File: config.mk
export PLATFORM = sky130hd
export DESIGN_NAME = inner_dot_sched
export DESIGN_NICKNAME = d
export VERILOG_FILES = /design/src/rtl/inner_dot_sched.sv
export SDC_FILE = /design/constraint.sdc
export NUM_CORES = 1
export LEC_CHECK = 0
export ABC_CLOCK_PERIOD_IN_PS = 2700
export CAP_MARGIN = 20
export CORE_MARGIN = 10
export CORE_UTILIZATION = 50
export CTS_CLUSTER_SIZE = 28
export DETAILED_ROUTE_END_ITERATION = 12
export HOLD_SLACK_MARGIN = 0.02
export PLACE_DENSITY = 0.77
export RECOVER_POWER = 50
export SLEW_MARGIN = 10
export SYNTH_ARGS = -nofsm -noshare
export SYNTH_HDL_FRONTEND = slang
export SYNTH_SLANG_ARGS = --single-unit
File: constraint.sdc
create_clock -name clk -period 2.7 [get_ports clk]
set_input_delay 0.81 -clock clk [delete_from_list [all_inputs] [get_ports clk]]
set_output_delay 0.81 -clock clk [all_outputs]
set_load 0.01 [all_outputs]
File: src/rtl/inner_dot_sched.sv
// inner_dot_sched: issue sequencer for the shared 9-tap inner-dot datapath.
// Steps the operand mux (cnt) through CONV_STEPS conv issues and one FC
// issue, strobes in_vld, and tracks issues through the dot pipeline.
// Ports:
//   clk, rst_n          clock, synchronous active-low reset
//   start               job request, taken only when idle
//   src_rdy             operands valid for the current cnt
//   cnt, in_vld         mux select / issue strobe to the dot unit
//   busy                high whenever a job is in progress
//   dot_vld, dot_idx    result valid and the cnt that produced it
//   dot_is_fc           current result is the FC issue
//   done                one-cycle pulse after the last result retires
module inner_dot_sched #(
  parameter int CONV_STEPS = 67,
  parameter int LAT        = 2,
  parameter int CNT_W      = 7
) (
  input  logic             clk,
  input  logic             rst_n,
  input  logic             start,
  input  logic             src_rdy,
  output logic [CNT_W-1:0] cnt,
  output logic             in_vld,
  output logic             busy,
  output logic             dot_vld,
  output logic [CNT_W-1:0] dot_idx,
  output logic             dot_is_fc,
  output logic             done
);

  typedef enum logic [2:0] {
    S_IDLE,
    S_CONV,
    S_FC,
    S_DRAIN,
    S_DONE
  } state_e;

  localparam logic [CNT_W-1:0] LAST_CONV = CNT_W'(CONV_STEPS - 1);
  localparam logic [CNT_W-1:0] FC_IDX    = CNT_W'(CONV_STEPS);
  localparam logic [CNT_W-1:0] DRAIN_IDX = CNT_W'(CONV_STEPS + 1);

  state_e                      state_q, state_d;
  logic [CNT_W-1:0]            cnt_q, cnt_d;
  logic [LAT-1:0]              vld_q, vld_d;
  logic [LAT-1:0][CNT_W-1:0]   idx_q, idx_d;
  logic                        upstream_vld;

  assign in_vld = src_rdy &
                  ((state_q == S_CONV) | (state_q == S_FC));

  // Tracking pipe. An index only advances together with a valid bit,
  // so dot_idx keeps the last retired value across bubbles.
  always_comb begin
    vld_d    = '0;
    idx_d    = idx_q;
    vld_d[0] = in_vld;
    if (in_vld) idx_d[0] = cnt_q;
    for (int i = 1; i < LAT; i++) begin
      vld_d[i] = vld_q[i-1];
      if (vld_q[i-1]) idx_d[i] = idx_q[i-1];
    end
  end

  // Anything still in flight ahead of the output stage. Leaving DRAIN
  // once only the output stage can be valid puts done on the cycle
  // right after the FC result.
  always_comb begin
    upstream_vld = 1'b0;
    for (int i = 0; i < LAT - 1; i++) begin
      upstream_vld = upstream_vld | vld_q[i];
    end
  end

  always_comb begin
    state_d = state_q;
    cnt_d   = cnt_q;
    done    = 1'b0;
    unique case (state_q)
      S_IDLE: begin
        cnt_d = '0;
        if (start) state_d = S_CONV;
      end
      S_CONV: begin
        if (in_vld) begin
          cnt_d = cnt_q + 1'b1;
          if (cnt_q == LAST_CONV) state_d = S_FC;
        end
      end
      S_FC: begin
        if (in_vld) begin
          cnt_d   = DRAIN_IDX;
          state_d = S_DRAIN;
        end
      end
      S_DRAIN: begin
        if (!upstream_vld) state_d = S_DONE;
      end
      S_DONE: begin
        done    = 1'b1;
        cnt_d   = '0;
        state_d = S_IDLE;
      end
      default: begin
        cnt_d   = '0;
        state_d = S_IDLE;
      end
    endcase
  end

  always_ff @(posedge clk) begin
    if (!rst_n) begin
      state_q <= S_IDLE;
      cnt_q   <= '0;
      vld_q   <= '0;
      idx_q   <= '0;
    end else begin
      state_q <= state_d;
      cnt_q   <= cnt_d;
      vld_q   <= vld_d;
      idx_q   <= idx_d;
    end
  end

  assign cnt       = cnt_q;
  assign busy      = (state_q != S_IDLE);
  assign dot_vld   = vld_q[LAT-1];
  assign dot_idx   = idx_q[LAT-1];
  assign dot_is_fc = dot_vld & (dot_idx == FC_IDX);

endmodule

==> results of run 1 <==
what timing repair did:
item | 4_1_cts | 5_1_grt
setup buffers | 0 | 0
setup endpoints to repair | 1 | 0
gates resized for setup | 1 | 0
state kept, by name, summed over array words and instances, names as in the netlist:
register,cells
cnt,7
dot_idx,7
idx_q,7
vld_q,2
state_q,3
placed cells by master (no fill, tap or decap), drive strengths merged:
cell,instances
a21oi,7
a221oi,1
a32oi,1
a41o,1
and2,2
and2b,1
and3,1
buf,3
bufinv,1
clkbuf,5
clkdlybuf4s50,20
dfxtp,26
dlygate4sd2,1
dlygate4sd3,1
ha,2
inv,4
mux2i,15
nand2,7
nand2b,2
nand3,5
nand4,3
nor2,4
nor2b,15
nor3,2
nor3b,3
nor4,1
o211ai,1
o21ai,5
o21bai,1
o22a,1
o22ai,2
or2,2
or3,4
xnor2,2
final cells by class:
class,count,area share (%)
Sequential cell,26,34.7
Inverter,4,1.00
Multi-Input combinational cell,91,41.7
Timing Repair Buffer,27,16.6
Clock inverter,1,2.00
Tap cell,30,2.50
Clock buffer,3,1.50
worst reg2reg max path, stage by stage, from the launching register on:
cell	delay [ns]
dfxtp_1	0.37
buf_4	0.18
o21bai_2	0.08
a21oi_1	0.63
o21ai_0	0.24
a21oi_1	0.16
metal layers:
layer  vias to the layer above  part of all wire (%)
li1                        494                     -
met1                       479                    44
met3                         6                   6.6
met2                        19                    48
met5                         -                     0
met4                         0                   1.8
stage by stage:
stage               std cells  hold WS [ns]  worst slack, ns  power (mW)
finish                    182         0.537           0.0638        1.08
global route              182         0.554           0.0307        1.14
CTS                       182         0.537           0.0573        1.09
detailed placement        178         0.509           -0.226       0.831
global placement          178         0.496           -0.224       0.821
floorplan                 137         0.482            0.753       0.742
worst max-delay path by stage:
stage	slack (ns)	to	from
finish	0.06	in_vld	src_rdy
floorplan	0.75	in_vld	src_rdy
detailed placement	-0.23	in_vld	src_rdy
CTS	0.06	in_vld	src_rdy
global route	0.03	done	state_q[2]
global placement	-0.22	in_vld	src_rdy
power by group:
part           internal [mW]  switching, mW
combinational          0.178          0.189
sequential             0.410         0.0369
clock                  0.150          0.112
total                  0.738          0.338
cells by family (layout without fill, tap and decap cells):
kind of cell	after synthesis	count (layout)	synth area share (%)
compound gates	20	20	10.9
xor+xnor	2	2	1.37
fa+ha+maj	2	2	1.96
buf+inv	20	35	9.80
flops	26	26	40.8
mux	15	15	11.8
simple gates	52	52	23.4
==> reports/metrics.cfg, run 1 <==
[sta]
fin_skew_ns = 0.00870
fin_tns_setup_ns = 0
period_needed_ns = 2.64
rsz0062_at_grt = false
slew_headroom_pct = 48.2
fmax_mhz = 379
setup_violations = 0
finalCritPeriodShare_pct = 97.6
tightest_slew_ns = 0.777
slew_viol_final = 0
hold_violations = 0

[floorplanning]
initial_core_util_pct = 52.0
pin_count = 23
fp.dieArea_sq_mm = 0.00497
dieHeight_um = 70.5
fp.coreArea_sq_mm = 0.00245
rows = 18
die_w_um = 70.5

[grt]
globalRouteMet2Util_pct = 17.3
antenna_found_initial = 0
grt_util_all_layers_pct = 10.8
gr-max-usage-layer = met2
grt_pass1_vias = 951
grt_overflow = 0
grt_use_met1_pct = 12.4
use_met3_pct = 4.38
grt_pass1_wl_um = 4550
grt_max_degree = 19

[flow_run]
drv_cap = 0

[worst_setup_path]
crit_chain = clkdlybuf4s50_1, nor3b_2, dlygate4sd2_1
cpLargestDelayFamily = buffers and inverters
ff2ff_path_depth = 5
endpoint_kind = output port
required_ns = 1.89
cp_slowest_cell = clkdlybuf4s50_1
cp.depth = 3
worstPathMaxFanout = 2
critPathKind = input port to output port
rrSetupSlack_ns = 0.98
slowest_delay_ns = 0.47
cp-start-kind = input port
regToRegStartpoint = state_q[1]
rr_endpoint = cnt[4]
cp.buffers_inverters = 2
critical_path_arrival_ns = 1.83

[logic_synthesis]
yosys.cell_count.top_type = dfxtp_1
synthesis.nets = 143
yosysSeqAreaShare_pct = 40.8
synth_area_leader_cell = dfxtp_1
synth_common_cells = dfxtp_1, mux2i_1, nor2b_1
ys_types = 36
yosysWarnings = 0
avgSynthCellArea_sq_um = 9.32
synth.area.top_cells = dfxtp_1, mux2i_1, nor2b_1
synth_ff_type = dfxtp_1
synth_top_area_share_pct = 40.8
async_flop_share_pct = 0
synth_area_sq_mm = 0.00128
synth-seq-cells = 26
synth_cells = 137
synth_edf_count = 0

[finish]
utilization_pct = 61.2
fill_cells = 226
stdcell_area_sq_mm = 0.00150
register_area_sq_um = 520
diodes = 0
drive_gt1_share_pct = 7.24
fin_nets = 159
areaGrowthSynthToFinish_pct = 17.6
multi_input_area_sq_um = 627

[power_and_ir_drop]
p_per_area_mw_per_mm2 = 717
p_leak_nw = 0.505
vdd_drop_max_mv = 0.639

[route]
drtAntennaViolNets = 0
drc = 0
vias = 998
routed_wl_um = 2690
drt_iter0_drc = 24
vias_per_cell = 5.48
avgRoutedWirePerCell_um = 14.8
drtPass1Iterations = 4

[place]
gp_congestion = 0.869
io_buffers = 22
dp_hpwl_um = 2040
place_area_sq_mm = 0.00146

[hold_path]
holdCritStartpoint = idx_q[4]
hold_path_depth = 2
worstHoldEndpoint = idx_q[4]
hold_class = register to register

[clock_network]
clock_latency_ns = 0.32
cts_root_buffer = clkbuf_4
cts_buffers = 3
cts.htree.levels = 1
cts_sinks = 26
cts_tree = done
clk_path_buf_depth = 2
cts.clk_slew.worst_paths_ns = 0.13
postCtsHoldBufs = 0

[status]
status = complete, no violations

No activity file was read; power rests on OpenSTA's default activity.
==> inputs of run 2 (changes only) <==
HOLD_SLACK_MARGIN = 0.08   (was 0.02)
PLACE_DENSITY = 0.88   (was 0.77)
==> run 2 against run 1 <==
Effect of this change:
- global-route usage grew 0.39 points
- sequential power is essentially flat
- sequential share of layout area is the same
- routed wire length grew 1.3%
- first-iteration DRC count grew 42%
- fmax is essentially flat
- final area is the same
- largest cell class unchanged
==> reports/metrics.cfg, run 2 (synthesized netlist as in run 1, its figures left out) <==
[power_and_ir_drop]
p_leak_nw = 0.509  ; was 0.505 nW
p_per_area_mw_per_mm2 = 722  ; was 717 mW/mm^2
vdd_drop_max_mv = 0.592  ; was 0.639 mV

[sta]
finalCritPeriodShare_pct = 97.6  ; about the same
fin_tns_setup_ns = 0  ; unchanged
whs_ns = 0.538  ; was 0.537 ns
slew_viol_final = 0  ; unchanged
slew_headroom_pct = 63.4  ; was 48.2%
fmax_mhz = 379  ; about the same
setup_violations = 0  ; unchanged
fin_skew_ns = 0.0119  ; was 0.00870 ns
hold_violations = 0  ; unchanged
tightest_slew_ns = 0.549  ; was 0.777 ns
rsz0062_at_grt = true  ; was false
period_needed_ns = 2.64  ; about the same

[finish]
utilization_pct = 61.2  ; unchanged
multi_input_area_sq_um = 623  ; was 627 sq um
stdcell_area_sq_mm = 0.00150  ; unchanged
areaGrowthSynthToFinish_pct = 17.6  ; unchanged
fin_nets = 159  ; unchanged
drive_gt1_share_pct = 7.89  ; was 7.24%
fill_cells = 205  ; was 226
layout_commonest_cell = dfxtp_1  ; unchanged
fin_cells = 182  ; unchanged
diodes = 0  ; unchanged
most-common-layout-cells = dfxtp_1, clkdlybuf4s50_1, mux2i_1, nor2b_1, nand2_1  ; was dfxtp_1, clkdlybuf4s50_1, mux2i_1, nor2b_1
register_area_sq_um = 520  ; unchanged

[route]
drc = 0  ; unchanged
vias_per_cell = 5.48  ; about the same
avgRoutedWirePerCell_um = 15.0  ; was 14.8 um
vias = 997  ; was 998
routed_wl_um = 2720  ; was 2690 um
drtPass1Iterations = 4  ; unchanged
drt_iter0_drc = 34  ; was 24
drtAntennaViolNets = 0  ; unchanged

[worst_setup_path]
cp-start-kind = input port  ; unchanged
critPathKind = input port to output port  ; unchanged
slowest_delay_ns = 0.49  ; was 0.47 ns
crit_chain = clkdlybuf4s50_1, nor3b_2, dlygate4sd2_1  ; unchanged
critical_path_arrival_ns = 1.83  ; about the same
required_ns = 1.89  ; about the same
cp_slowest_cell = clkdlybuf4s50_1  ; unchanged
cp.buffers_inverters = 2  ; unchanged
endpoint_kind = output port  ; unchanged
cpLargestDelayFamily = buffers and inverters  ; unchanged
worstPathMaxFanout = 2  ; unchanged

[clock_network]
cts_buffers = 3  ; unchanged
clk_path_buf_depth = 2  ; unchanged
post-cts-setup-buffers = 0  ; unchanged
cts.clk_slew.worst_paths_ns = 0.15  ; was 0.13 ns
cts_root_buffer = clkbuf_4  ; unchanged
cts.htree.levels = 1  ; unchanged
ctsResizeCount = 1  ; unchanged
clock_latency_ns = 0.33  ; was 0.32 ns
cts_tree = done  ; unchanged
cts_sinks = 26  ; unchanged
postCtsHoldBufs = 0  ; unchanged

[floorplanning]
pin_count = 23  ; unchanged
fp.dieArea_sq_mm = 0.00497  ; unchanged
die_w_um = 70.5  ; unchanged
dieHeight_um = 70.5  ; unchanged
fp.coreArea_sq_mm = 0.00245  ; unchanged
rows = 18  ; unchanged
initial_core_util_pct = 52.0  ; unchanged

[place]
gp_congestion = 0.880  ; was 0.869
io_buffers = 22  ; unchanged
dp_hpwl_um = 1990  ; was 2040 um
dp_cells = 178  ; unchanged
place_area_sq_mm = 0.00146  ; unchanged

[grt]
grt_max_degree = 18  ; was 19
grt_pass1_vias = 980  ; was 951
grt_pass1_wl_um = 4670  ; was 4550 um
antenna_found_initial = 0  ; unchanged
grt_util_all_layers_pct = 11.2  ; was 10.8%
grt_overflow = 0  ; unchanged

[flow_run]
drv_cap = 0  ; unchanged

[status]
status = complete, no violations  ; unchanged

[hold_path]
hold_class = register to register  ; unchanged

## run 2: changes by cell type in the layout (fill, tap and decap cells not counted), sizes merged
cell | previous run | this run
buf | 3 | 4
clkbuf | 5 | 4
## run 2: path summary, 6_finish.rpt
check	startpoint	endpoint	slack, ns	cells after the start
worst min-delay path	idx_q[1]	idx_q[1]	0.54	2
worst max-delay path	src_rdy	in_vld	0.06	3
worst max register to register	cnt[1]	state_q[0]	1.23	4
worst min register to register	idx_q[1]	idx_q[1]	0.54	2
## run 2: through the flow
stage / total power [mW] / setup slack [ns]
final: 1.08 / 0.0636
after global routing: 1.15 / -0.00555
after CTS: 1.10 / 0.0526
after detailed placement: 0.831 / -0.225
after global placement: 0.820 / -0.220
after floorplan: 0.742 / 0.753
## run 2: power by group
part / internal, mW / switching (mW)
Sequential: 0.410 / 0.0369
Clock: 0.150 / 0.120
Combinational: 0.176 / 0.192
## run 2: area by class of cell
class / count / share of cell area, %
sequential: 26 / 34.7
clock buffer: 3 / 1.50
clock inverter: 1 / 2.00
tap: 30 / 2.50
inverter: 4 / 1.00
timing repair buffer: 27 / 16.8
multi-input combinational: 91 / 41.5
## run 2: worst register-to-register path, cell delays in order, from the launching register on
cell and delay (ns):
dfxtp_1 0.48, ha_1 0.20, nand4_1 0.12, a32oi_1 0.38, mux2i_1 0.22
## run 2: routing by layer
metal	part of all wire, %	global-route usage (%)
met1	43	13.5
met2	47	16.8
met3	7.6	4.24
met4	1.8	5.70
met5	0	0
